## src/rtl/led_matrix_scan_driver_if.sv

```systemverilog
// rtl/led_matrix_scan_driver_if.sv - host and matrix-pin signal bundle for the LED scan driver
interface led_matrix_scan_driver_if #(
   parameter int ROWS = 6,
   parameter int COLS = 6,
   parameter int RW   = $clog2(ROWS)
);
   logic            enable;
   logic            wr_en;
   logic [RW-1:0]   wr_row;
   logic [COLS-1:0] wr_data;
   logic            swap_req;
   logic            swap_pending;
   logic            frame_start;
   logic [ROWS-1:0] row_n;
   logic [COLS-1:0] col_n;

   modport master (
      output enable, wr_en, wr_row, wr_data, swap_req,
      input  swap_pending, frame_start, row_n, col_n
   );

   modport slave (
      input  enable, wr_en, wr_row, wr_data, swap_req,
      output swap_pending, frame_start, row_n, col_n
   );
endinterface

```

## src/rtl/led_matrix_scan_driver.sv

```systemverilog
// rtl/led_matrix_scan_driver.sv - double-buffered, row-scanned driver for an active-low LED matrix
module led_matrix_scan_driver #(
   parameter int ROWS  = 6,
   parameter int COLS  = 6,
   parameter int DWELL = 1000,
   parameter int BLANK = 2,
   parameter int RW    = $clog2(ROWS)
) (
   input logic                  clk,
   input logic                  rst_n,
   led_matrix_scan_driver_if.slave bus
);
   localparam int MAXC = (DWELL > BLANK) ? DWELL : BLANK;
   localparam int CW   = (MAXC > 1) ? $clog2(MAXC) : 1;
   localparam logic [CW-1:0] DWELL_LAST = CW'(DWELL - 1);
   localparam logic [CW-1:0] BLANK_LAST = CW'(BLANK - 1);
   localparam logic [RW-1:0] ROW_LAST   = RW'(ROWS - 1);

   typedef enum logic [1:0] {S_IDLE, S_DRIVE, S_BLANK} state_t;

   state_t          state, state_d;
   logic [RW-1:0]   row_q, row_d;
   logic [CW-1:0]   cnt_q, cnt_d;

   logic            front_sel, front_sel_d;
   logic            swap_pending_q, swap_pending_d;
   logic [COLS-1:0] buf0 [ROWS];
   logic [COLS-1:0] buf1 [ROWS];

   logic [ROWS-1:0] row_n_q, row_n_d;
   logic [COLS-1:0] col_n_q, col_n_d;
   logic            frame_start_q, frame_start_d;

   logic            enter_row0;
   logic            do_swap;
   logic            wr_ok;
   logic [COLS-1:0] front_row;
   logic [COLS-1:0] row_data;

   always_ff @(posedge clk or negedge rst_n) begin
      if (!rst_n) begin
         state <= S_IDLE;
         row_q <= '0;
         cnt_q <= '0;
      end else begin
         state <= state_d;
         row_q <= row_d;
         cnt_q <= cnt_d;
      end
   end

   always_comb begin
      state_d = state;
      row_d   = row_q;
      cnt_d   = cnt_q;
      if (!bus.enable) begin
         state_d = S_IDLE;
         row_d   = '0;
         cnt_d   = '0;
      end else begin
         case (state)
            S_IDLE: begin
               state_d = S_DRIVE;
               row_d   = '0;
               cnt_d   = '0;
            end
            S_DRIVE: begin
               if (cnt_q == DWELL_LAST) begin
                  state_d = S_BLANK;
                  cnt_d   = '0;
               end else begin
                  cnt_d = cnt_q + CW'(1);
               end
            end
            S_BLANK: begin
               if (cnt_q == BLANK_LAST) begin
                  state_d = S_DRIVE;
                  cnt_d   = '0;
                  row_d   = (row_q == ROW_LAST) ? '0 : row_q + RW'(1);
               end else begin
                  cnt_d = cnt_q + CW'(1);
               end
            end
            default: begin
               state_d = S_IDLE;
               row_d   = '0;
               cnt_d   = '0;
            end
         endcase
      end
   end

   // A swap lands only on the edge that enters DRIVE(0), so a displayed frame never tears.
   always_comb begin
      enter_row0     = (state_d == S_DRIVE) && (state != S_DRIVE) && (row_d == '0);
      do_swap        = enter_row0 && swap_pending_q;
      front_sel_d    = front_sel ^ do_swap;
      swap_pending_d = (swap_pending_q && !do_swap) || bus.swap_req;
      wr_ok          = bus.wr_en && (32'(bus.wr_row) < ROWS);
      front_row      = front_sel_d ? buf1[row_d] : buf0[row_d];
      // A write on the swap edge targets the buffer that is about to be shown, so forward it.
      row_data       = (do_swap && wr_ok && (bus.wr_row == row_d)) ? bus.wr_data : front_row;
   end

   always_comb begin
      row_n_d       = '1;
      col_n_d       = '1;
      frame_start_d = enter_row0;
      if (state_d == S_DRIVE) begin
         row_n_d = ~(ROWS'(1) << row_d);
         col_n_d = ~row_data;
      end
   end

   always_ff @(posedge clk or negedge rst_n) begin
      if (!rst_n) begin
         front_sel      <= 1'b0;
         swap_pending_q <= 1'b0;
         row_n_q        <= '1;
         col_n_q        <= '1;
         frame_start_q  <= 1'b0;
      end else begin
         front_sel      <= front_sel_d;
         swap_pending_q <= swap_pending_d;
         row_n_q        <= row_n_d;
         col_n_q        <= col_n_d;
         frame_start_q  <= frame_start_d;
      end
   end

   // Writes always go to the back buffer as seen before this edge's swap.
   always_ff @(posedge clk or negedge rst_n) begin
      if (!rst_n) begin
         for (int i = 0; i < ROWS; i++) begin
            buf0[i] <= '0;
            buf1[i] <= '0;
         end
      end else if (wr_ok) begin
         if (front_sel) begin
            buf0[bus.wr_row] <= bus.wr_data;
         end else begin
            buf1[bus.wr_row] <= bus.wr_data;
         end
      end
   end

   assign bus.row_n        = row_n_q;
   assign bus.col_n        = col_n_q;
   assign bus.frame_start  = frame_start_q;
   assign bus.swap_pending = swap_pending_q;
endmodule

```

## src/flat_wrapper.sv

```systemverilog
// flat-port wrapper written by rule: the top's interface ports become plain ports
module led_matrix_scan_driver_flat 
#(
   parameter int ROWS  = 6,
   parameter int COLS  = 6,
   parameter int DWELL = 1000,
   parameter int BLANK = 2,
   parameter int RW    = $clog2(ROWS)
)
  (clk, rst_n, bus_enable, bus_wr_en, bus_wr_row, bus_wr_data, bus_swap_req, bus_swap_pending, bus_frame_start, bus_row_n, bus_col_n);
  led_matrix_scan_driver_if #(.ROWS(ROWS), .COLS(COLS), .RW(RW)) bus_i ();
  input logic clk;
  input logic rst_n;
  input wire logic [$bits(bus_i.enable)-1:0] bus_enable;
  input wire logic [$bits(bus_i.wr_en)-1:0] bus_wr_en;
  input wire logic [$bits(bus_i.wr_row)-1:0] bus_wr_row;
  input wire logic [$bits(bus_i.wr_data)-1:0] bus_wr_data;
  input wire logic [$bits(bus_i.swap_req)-1:0] bus_swap_req;
  output wire logic [$bits(bus_i.swap_pending)-1:0] bus_swap_pending;
  output wire logic [$bits(bus_i.frame_start)-1:0] bus_frame_start;
  output wire logic [$bits(bus_i.row_n)-1:0] bus_row_n;
  output wire logic [$bits(bus_i.col_n)-1:0] bus_col_n;
  assign bus_i.enable = bus_enable;
  assign bus_i.wr_en = bus_wr_en;
  assign bus_i.wr_row = bus_wr_row;
  assign bus_i.wr_data = bus_wr_data;
  assign bus_i.swap_req = bus_swap_req;
  assign bus_swap_pending = bus_i.swap_pending;
  assign bus_frame_start = bus_i.frame_start;
  assign bus_row_n = bus_i.row_n;
  assign bus_col_n = bus_i.col_n;
  led_matrix_scan_driver #(.ROWS(ROWS), .COLS(COLS), .DWELL(DWELL), .BLANK(BLANK), .RW(RW)) u_core (.clk(clk), .rst_n(rst_n), .bus(bus_i));
endmodule
```

## config.mk

```make
export PLATFORM = sky130hd
export DESIGN_NAME = led_matrix_scan_driver_flat
export DESIGN_NICKNAME = d
export VERILOG_FILES = /design/src/rtl/led_matrix_scan_driver_if.sv /design/src/rtl/led_matrix_scan_driver.sv /design/src/flat_wrapper.sv
export SDC_FILE = /design/constraint.sdc
export NUM_CORES = 1
export LEC_CHECK = 0
export BUFFER_PORTS_ARGS = -buffer_cell sky130_fd_sc_hd__buf_4
export CAP_MARGIN = 10
export CORE_MARGIN = 2
export CORE_UTILIZATION = 40
export DETAILED_ROUTE_END_ITERATION = 10
export PLACE_DENSITY = 0.68
export SETUP_SLACK_MARGIN = 0.3
export SLEW_MARGIN = 5
export SYNTH_ARGS = -nofsm -noshare
export SYNTH_HDL_FRONTEND = slang
export SYNTH_SLANG_ARGS = --single-unit
export TNS_END_PERCENT = 100
```

## constraint.sdc

```tcl
create_clock -name clk -period 2.75 [get_ports clk]
set_input_delay 0.4125 -clock clk [delete_from_list [all_inputs] [get_ports clk]]
set_output_delay 0.4125 -clock clk [all_outputs]
set_load 0.02 [all_outputs]
```

* After elaboration in Yosys (flattened, before gate mapping)
Index checks and enable logic that the tools add are counted.
** Storage, ports and cells
- Register bits :: 102
- Bits in latches :: 0
- Bits in writable memories :: 0
- ROM bits :: 0
- Bits of input ports :: 14
- Output and inout port bits :: 14
- Logic and storage cells :: 81
- Memories kept :: 0
** Operators by class
- $add $sub $neg :: 2
- Multipliers :: 0
- Divide/modulo/power cells :: 0
- Order comparisons :: 4
- Equal/unequal tests :: 8
- Shift operators :: 1
- Mux-type cells :: 26
- Bitwise logic cells :: 6
- Reductions and logical operators :: 14
** Operators by type and width (number)
- $bwmux W36 :: 2
- $mux W6 :: 9
- $bmux W6 S3 :: 2
- $mux W10 :: 3
- $pmux W10 S2 :: 1
- $demux W6 S3 :: 1
- $not A6 Y6 :: 2
- $add A10 B1 Y10 const B :: 1
- $eq A10 B1 Y1 const B :: 1
- $eq A10 B10 Y1 const B :: 1
- $mux W3 :: 3
- $ge A4 B4 Y1 const B :: 2
- $logic_and A1 B1 Y1 :: 8
- $not A3 Y4 :: 2
- $mux W2 :: 3
- $pmux W2 S3 :: 1
- $pmux W3 S2 :: 1
- $shl A1 B3 Y6 const A :: 1
- $eq A2 B1 Y1 const B :: 2
- $lt A4 B1 Y1 const B :: 1
- $reduce_and A2 Y1 :: 2
- $add A3 B1 Y3 const B :: 1
- $eq A3 B3 Y1 :: 1
- $eq A3 B3 Y1 const B :: 1
- other kinds (9) :: 9

* Longest topological paths before layout
Gate-level depths: netlist of run 1.
- Word-level depth :: 13
- Depth in mapped cells :: 12
- Mapped depth without buffers :: 10

* Worst setup path before layout of run 1
No wires, ideal clock.
- Kind :: reg-to-reg
- From :: register u_core.state[0]
- To :: register u_core.col_n_q[4] (netlist: u_core.bus.col_n[4])
- Setup time :: 105 ps
- Data arrival time :: 2531 ps
- Required time :: 2645 ps
- Slack :: 113 ps
- Stages on the path, launching flop included :: 10
- Path buffers :: 0
- Period minus slack after synthesis :: 2637 ps
- Path through :: dfrtp_1 inv_1 ha_1 and3_1 and4_1 o22ai_2 inv_2 or4b_4 o41ai_4 a222oi_1
** On the way
- Cells in the longest elaborated chain, start to end :: 12
- Elaborated cells on any way between the ends :: 30
- Those cells by class :: 5 x eq/ne; 15 x mux; 3 x bitwise; 7 x reduce/logical
** Ends and longest elaborated chain
- from (decl) :: line led_matrix_scan_driver.sv:21 : state_t state, state_d;
- from (signal assigned) :: line led_matrix_scan_driver.sv:46 : state <= state_d;
- branches (longest 11 deep; another with $bmux W6 S3)
- $mux W6 (*) :: line led_matrix_scan_driver.sv:109 : if (state_d == S_DRIVE) begin
- via u_core.col_n_d[4] :: line led_matrix_scan_driver.sv:31 : logic [COLS-1:0] col_n_q, col_n_d;
- to (signal assigned) :: line led_matrix_scan_driver.sv:126 : col_n_q <= col_n_d;
- to (decl) :: line led_matrix_scan_driver.sv:31
Mark *: on every way through the listed nets, which the timed path passes. The select of a mux whose other input is x is not followed.
A chain may end at the register's enable or synchronous reset.

* Worst setup path after layout of run 1
- From :: register u_core.state[1]
- To :: register u_core.col_n_q[3] (netlist: u_core.bus.col_n[3])
Same word-level chain as after synthesis.

==> results of run 1 <==
-- final timing paths --
kind,depth (start not counted),from,slack (ps),endpoint
worst min-delay path,1,rst_n,60,u_core.cnt_q[4]
worst min register to register,1,u_core.buf0[31],510,u_core.buf0[31]
max in group asynchronous,2,rst_n,1950,u_core.bus.col_n[4]
worst max register to register,11,u_core.state[1],80,u_core.bus.col_n[3]
worst max-delay path,11,u_core.state[1],80,u_core.bus.col_n[3]
min in group clk,2,bus_swap_req,250,u_core.bus.swap_pending
-- cells by family after synthesis --
group,Yosys count,synth area share [%]
flops,102,51.9
mux,107,23.7
buf+inv,32,2.66
compound gates,43,7.65
fa+ha+maj,6,1.52
simple gates,98,11.0
xor+xnor,9,1.60
-- flip-flops by register name (all words and copies together), names as in the netlist, 2 cells and up --
name and cells:
u_core.buf0 36, u_core.buf1 36, u_core.cnt_q 10, u_core.bus.col_n 6, u_core.bus.row_n 6, u_core.row_q 3
u_core.state 2
-- worst max-delay path, delay by kind of cell, from the launching register on --
kind,cells,cell delay (ps)
and+or+nand+nor,4,1130
buffers and inverters,4,530
DFF,1,430
AOI/OAI and AO/OA,2,290
adders and majority gates,1,210
-- timing repair --
item / CTS / global route
pin swaps: 9 / 11
hold buffers: 0 / 0
resized for setup: 8 / 6
gates cloned: 1 / 0
buffers inserted: 10 / 5
endpoints found under the setup margin: 9 / 13
-- area by class of cell --
| type | instances | area [um2] |
|---|---|---|
| Tap cell | 147 | 184 |
| Clock inverter | 6 | 109 |
| Sequential cell | 102 | 2570 |
| Multi-Input combinational cell | 263 | 2330 |
| Timing Repair Buffer | 59 | 513 |
| Inverter | 11 | 41.3 |
| Fill cell | 1036 | 6030 |
| Clock buffer | 10 | 239 |
-- power by group --
| group | internal [mW] | total (mW) | switching, mW |
|---|---|---|---|
| registers | 2.09 | 2.41 | 0.316 |
| logic | 0.690 | 1.22 | 0.527 |
| clock network | 0.912 | 1.45 | 0.540 |
| total | 3.69 | 5.08 | 1.38 |
-- placed cells by master, fill, tap and decap left out, types with 4 or more instances in the layout --
cell type	netlist	layout
nand2_1	27	27
inv_2	2	4
xnor2_1	6	6
inv_1	9	7
dfstp_2	12	12
nand4_1	5	5
a222oi_1	6	6
buf_4	0	54
o221ai_1	6	6
dfrtp_1	90	90
mux2_2	79	79
nor2_1	21	20
and3_1	7	6
o22ai_1	5	5
mux2i_1	28	28
nand3_1	11	11
nand2b_1	4	4
clkbuf_16	0	9
a211o_1	7	7
-- per-layer routing --
layer / vias to the layer above / track usage (%) / routed length, um
li1: 1547 / - / -
met1: 1753 / 26.1 / 5410
met2: 81 / 28.4 / 5380
met3: 10 / 4.48 / 495
met4: 0 / 4.66 / 93
met5: - / 0 / 0
-- stage by stage --
step	power (mW)	worst slack, ps	hold slack [ps]
after floorplan	3.21	207	117
after global placement	3.54	134	427
after detailed placement	3.61	12.7	431
after CTS	5.09	156	66.6
after global routing	5.34	-46.2	85.4
final	5.08	83.7	56.5
==> results by group, run 1 <==
Placement
  – Final GP Congestion: 0.895
  – Final HPWL DP: 7670 um
  – Placement Cell Area: 5410 um2
  – PortBufs: 27
  – Dpl cells: 566

STA
  – Setup Skew: 6.82 ps
  – RSZ-0062 raised after global routing: yes
  – Fin crit share: 97.0%
  – Final setup viols: 0
  – Sum Neg Setup Slack: 0 ps
  – Worst-Margin Slew: 714 ps
  – Slew Viols, Final: 0
  – Tmin final: 2670 ps
  – Slew margin rel.: 52.3%
  – Final Hold Fails: 0
  – Fmax: 375 MHz

Logic synthesis
  – Synthesized area per cell: 12.4 um2
  – Dominant cell type by area after synthesis: dfrtp_1
  – Sequential-to-total area share from yosys stat: 51.9%
  – Flops & latches, synth: 102
  – Ys flop type: dfrtp_1
  – Proportion of netlist area held by the largest area contributor: 45.6%
  – Distinct cell type count of the synthesized netlist: 51
  – Post-synth EDFFs: 0
  – Synthesized cell area: 4940 um2
  – Gate count after technology mapping: 397
  – Post-synthesis net count: 417
  – Area contributors post-synth: dfrtp_1 46%, mux2_2 18%, dfstp_2 6.4%
  – Async set-reset flop share out of synthesis: 100%
  – Yosys warnings: 0
  – Most frequent cell after synthesis: dfrtp_1
  – Post-synth top cells: 90 x dfrtp_1, 79 x mux2_2, 28 x mux2i_1, 27 x nand2_1, 21 x nor2_1

Worst setup path
  – CP endpoint kind: flop
  – CP cell instances: inv_2 -> ha_4 -> and3_1 -> and4_1 -> o22ai_2 -> inv_2 -> or4b_4 -> buf_4 -> nor4_4 -> buf_4 -> a222oi_1
  – Crit path kind: flop to flop
  – CP arrival: 2920 ps
  – Crit path largest cell delay: 570 ps
  – Critical Path RT: 3000 ps
  – Critical-path maximum fanout: 6
  – Critical-path top delay cell: or4b_4
  – CP startpoint kind: flop

Finish
  – Final instance area: 5980 um2
  – P&R area growth vs syn: 21.0%
  – Final net count: 466
  – Final Non-Filler Cells: 598
  – Post-layout util: 49.8%
  – N_diodes: 0
  – Share of cells above drive strength 1: 42.4%

Global routing
  – Initial antenna violation count: 0
  – Vias in the first global route: 3539
  – GRT overflow: 0
  – Largest net degree at the start of global routing: 63
  – First-pass GRT wire length: 18700 um
  – GR Util All Layers: 18.4%

Route
  – Vias: 3391
  – Routed Wire Length: 11400 um
  – Remaining antenna violation count after routing: 0
  – Drt wl/cell: 19.0 um
  – Drc violations: 0
  – Avg Vias per Cell: 5.67
  – DRT Pass-1 Iters: 5
  – Initial drt markers: 304

Clocking
  – H-Tree Depth: 3
  – Clk slew on worst S/H paths: 70 ps
  – Clock latency on the worst-skew pair: 340 ps
  – CTS tree: done
  – Max Root-Sink Buffers: 2
  – Root Driver: clkbuf_16
  – CTS Sinks: 102
  – Num CTS Buffers: 9

Worst hold path
  – HP Class: primary input to asynchronous set/reset pin

Floorplan
  – Die height: 115 um
  – Cell row count: 40
  – Initial Util: 41.1%
  – Number of top-level pins: 28
  – Die area: 13300 um2
  – Die X: 115 um
  – Core ar.: 12000 um2

Run
  – Maxcap violations: 0

Power
  – PD cells: 849 nW/um2
  – Leakage power: 2.59 nW
  – Max VDD drop: 0.404 mV

Run status
  – Status: complete, no violations
No activity file was read; power rests on OpenSTA's default activity.
==> run 2: changes to the inputs <==
--- a/config.mk
+++ b/config.mk
@@ -5,12 +5,12 @@
 export SDC_FILE = /design/constraint.sdc
 export NUM_CORES = 1
 export LEC_CHECK = 0
-export BUFFER_PORTS_ARGS = -buffer_cell sky130_fd_sc_hd__buf_4
 export CAP_MARGIN = 10
 export CORE_MARGIN = 2
-export CORE_UTILIZATION = 40
+export CORE_UTILIZATION = 30
 export DETAILED_ROUTE_END_ITERATION = 10
-export PLACE_DENSITY = 0.68
+export DONT_BUFFER_PORTS = 1
+export PLACE_DENSITY = 0.55
 export SETUP_SLACK_MARGIN = 0.3
 export SLEW_MARGIN = 5
 export SYNTH_ARGS = -nofsm -noshare
==> run 2 against run 1 <==
  * The flow now finishes with violations (negative hold slack)
  * Highest routed layer unchanged
  * Critical path type unchanged
  * Clock power down 16%
  * Non-clock buffer count fell by 27
  * Wire length is 6.1% higher
  * Clock skew rose by 5.6 ps
  * Combinational power decreased by 15%
  * Die area grew 32%
  * Global-route usage down 4.1 points
==> results by group, run 2 (synthesis gave the netlist of run 1 again) <==
Run status
  – Status: finished, violations left
  – Violated checks: negative hold slack

Route
  – Vias: 3246 (-4.3%)
  – Avg Vias per Cell: 5.07 (-11%)
  – WL met1: 5580 um (+3.2%)
  – Initial drt markers: 203 (-33%)
  – Max Used Layer: met4
  – DRT Pass-1 Iters: 7 (+2)
  – Met2 WL: 5660 um (+5.3%)
  – Remaining antenna violation count after routing: 0 (unchanged)
  – Met3 routed WL: 484 um (-2.2%)
  – Routed Wire Length: 12100 um (+6.1%)
  – Drc violations: 0 (unchanged)
  – Drt wl/cell: 18.9 um (-0.85%)

Clocking
  – CTS Sinks: 102 (unchanged)
  – Root Driver: clkbuf_16
  – Clock latency on the worst-skew pair: 360 ps (+20 ps)
  – Num CTS Buffers: 9 (unchanged)
  – Max Root-Sink Buffers: 2 (unchanged)
  – Clk slew on worst S/H paths: 70 ps (about the same)
  – H-Tree Depth: 3 (unchanged)
  – CTS tree: done

Global routing
  – First-pass GRT wire length: 19200 um (+2.7%)
  – GR Util All Layers: 14.3% (-4.1 points)
  – Initial antenna violation count: 0 (unchanged)
  – Largest net degree at the start of global routing: 103 (+63%)
  – Vias in the first global route: 3462 (-2.2%)
  – GRT overflow: 0 (unchanged)

Finish
  – Final instance area: 5850 um2 (-2.1%)
  – Most frequent cells in the layout: 89 x dfrtp_1, 79 x mux2_2, 26 x nand2_1, 26 x mux2i_1, 26 x buf_4
  – P&R area growth vs syn: 18.5%
  – Final net count: 439 (-5.8%)
  – Share of cells above drive strength 1: 39.9% (-2.5 points)
  – Fillers: 1596 (+54%)
  – N_diodes: 0 (unchanged)
  – Most common cell after layout, fill and taps aside: dfrtp_1
  – Largest registers: u_core.buf0: 36 flops, u_core.buf1: 36 flops, u_core.cnt_q: 10 flops

STA
  – Fin crit share: 99.2% (+2.2 points)
  – Fmax: 367 MHz (-2.3%)
  – Slew Viols, Final: 0 (unchanged)
  – RSZ-0062 raised after global routing: yes
  – Setup Skew: 12.5 ps (+5.65 ps)
  – Tmin final: 2730 ps (+61.8 ps)
  – Final Hold Fails: 102 (+102)
  – Worst-Margin Slew: 661 ps (-52.9 ps)
  – Final setup viols: 0 (unchanged)
  – Hold WS: -262 ps (-319 ps)
  – Final worst slack: 21.9 ps (-61.8 ps)
  – Slew margin rel.: 55.8% (+3.5 points)

Worst setup path
  – Critical Path RT: 2990 ps (about the same)
  – CP startpoint kind: flop
  – CP endpoint kind: flop
  – FF-to-FF path depth: 9 (-2)
  – CP arrival: 2970 ps (+50 ps)
  – RR Startpoint: u_core.cnt_q[4]
  – Reg2reg setup slack: 20 ps (-60 ps)
  – Worst setup startpoint: u_core.cnt_q[4]
  – Worst R2R End: u_core.bus.col_n[5]
  – Crit path kind: flop to flop
  – Critical-path maximum fanout: 7 (+1)

Placement
  – PortBufs: 0 (-100%)
  – Final HPWL DP: 7650 um (-0.27%)
  – Final GP Congestion: 0.757 (-15%)
  – Pre-CTS WS: 33.0 ps (+20.3 ps)
  – Placement Cell Area: 5280 um2 (-2.5%)

Floorplan
  – Core ar.: 16000 um2 (+33%)
  – Cell row count: 46 (+15%)
  – Die area: 17500 um2 (+32%)
  – Number of top-level pins: 28 (unchanged)
  – Die height: 132 um (+15%)
  – Initial Util: 30.9% (-10 points)
  – Die X: 132 um (+15%)

Power
  – Leakage power: 2.44 nW (-5.7%)
  – Max VDD drop: 0.280 mV (-31%)
  – PD cells: 807 nW/um2 (-4.9%)

Run
  – Maxcap violations: 0 (unchanged)

Worst hold path
  – HP Class: primary input to asynchronous set/reset pin
run 2: metal layers:
| layer | track usage, % | vias to the layer above |
|---|---|---|
| li1 | - | 1495 |
| met1 | 18.1 | 1665 |
| met2 | 23.0 | 62 |
| met3 | 3.34 | 24 |
| met4 | 7.05 | 0 |
| met5 | 0 | - |
run 2: final cells by class:
cell class	instances	area, um2	share of cell area, %
Sequential cell	102	2570	43.9
Multi-Input combinational cell	263	2380	40.7
Timing Repair Buffer	32	313	5.34
Tap cell	216	270	4.62
Clock buffer	10	229	3.91
Clock inverter	6	46.3	0.791
Inverter	11	43.8	0.748
run 2: metrics by stage:
step	instances	utilization, %	setup TNS, ps	total power, mW
after global placement	607	33.0	0	3.42
after CTS	640	36.5	0	4.76
after detailed placement	607	33.0	0	3.48
after global routing	640	36.6	-140	4.98
final	640	36.6	0	4.72
after floorplan	397	-	0	3.21
run 2: how the worst max path moves through the flow:
stage                     endpoint  slack [ps]  depth (start not counted)
6_report       u_core.bus.col_n[5]          20                          9
5_1_grt        u_core.bus.col_n[0]         -50                         11
4_1_cts        u_core.bus.col_n[4]         150                         11
3_5_place_dp   u_core.bus.col_n[5]          30                          8
3_3_place_gp   u_core.bus.col_n[4]         100                          9
2_1_floorplan  u_core.bus.col_n[4]         210                         10
run 2: worst max-delay path, cell delays in order (launching register included):
cell	delay (ps)
dfrtp_1	440
nor2_1	400
a31oi_2	210
o221a_4	310
buf_12	150
nor4b_4	290
a211o_1	210
o41ai_4	80
buf_4	170
a222oi_1	350
run 2: where the power goes:
| group | leakage (nW) | internal (mW) | switching [mW] | total [mW] |
|---|---|---|---|---|
| clock network | 0.135 | 0.622 | 0.596 | 1.22 |
| registers | 1.24 | 2.09 | 0.371 | 2.46 |
| logic | 1.06 | 0.651 | 0.390 | 1.04 |
run 2: timing repair:
action / in CTS / in global routing
hold endpoints to repair: 102 / 102
endpoints found under the setup margin: 9 / 15
gates resized for setup: 23 / 5
pin swaps: 21 / 2
setup buffers: 16 / 0
cloned: 1 / 0
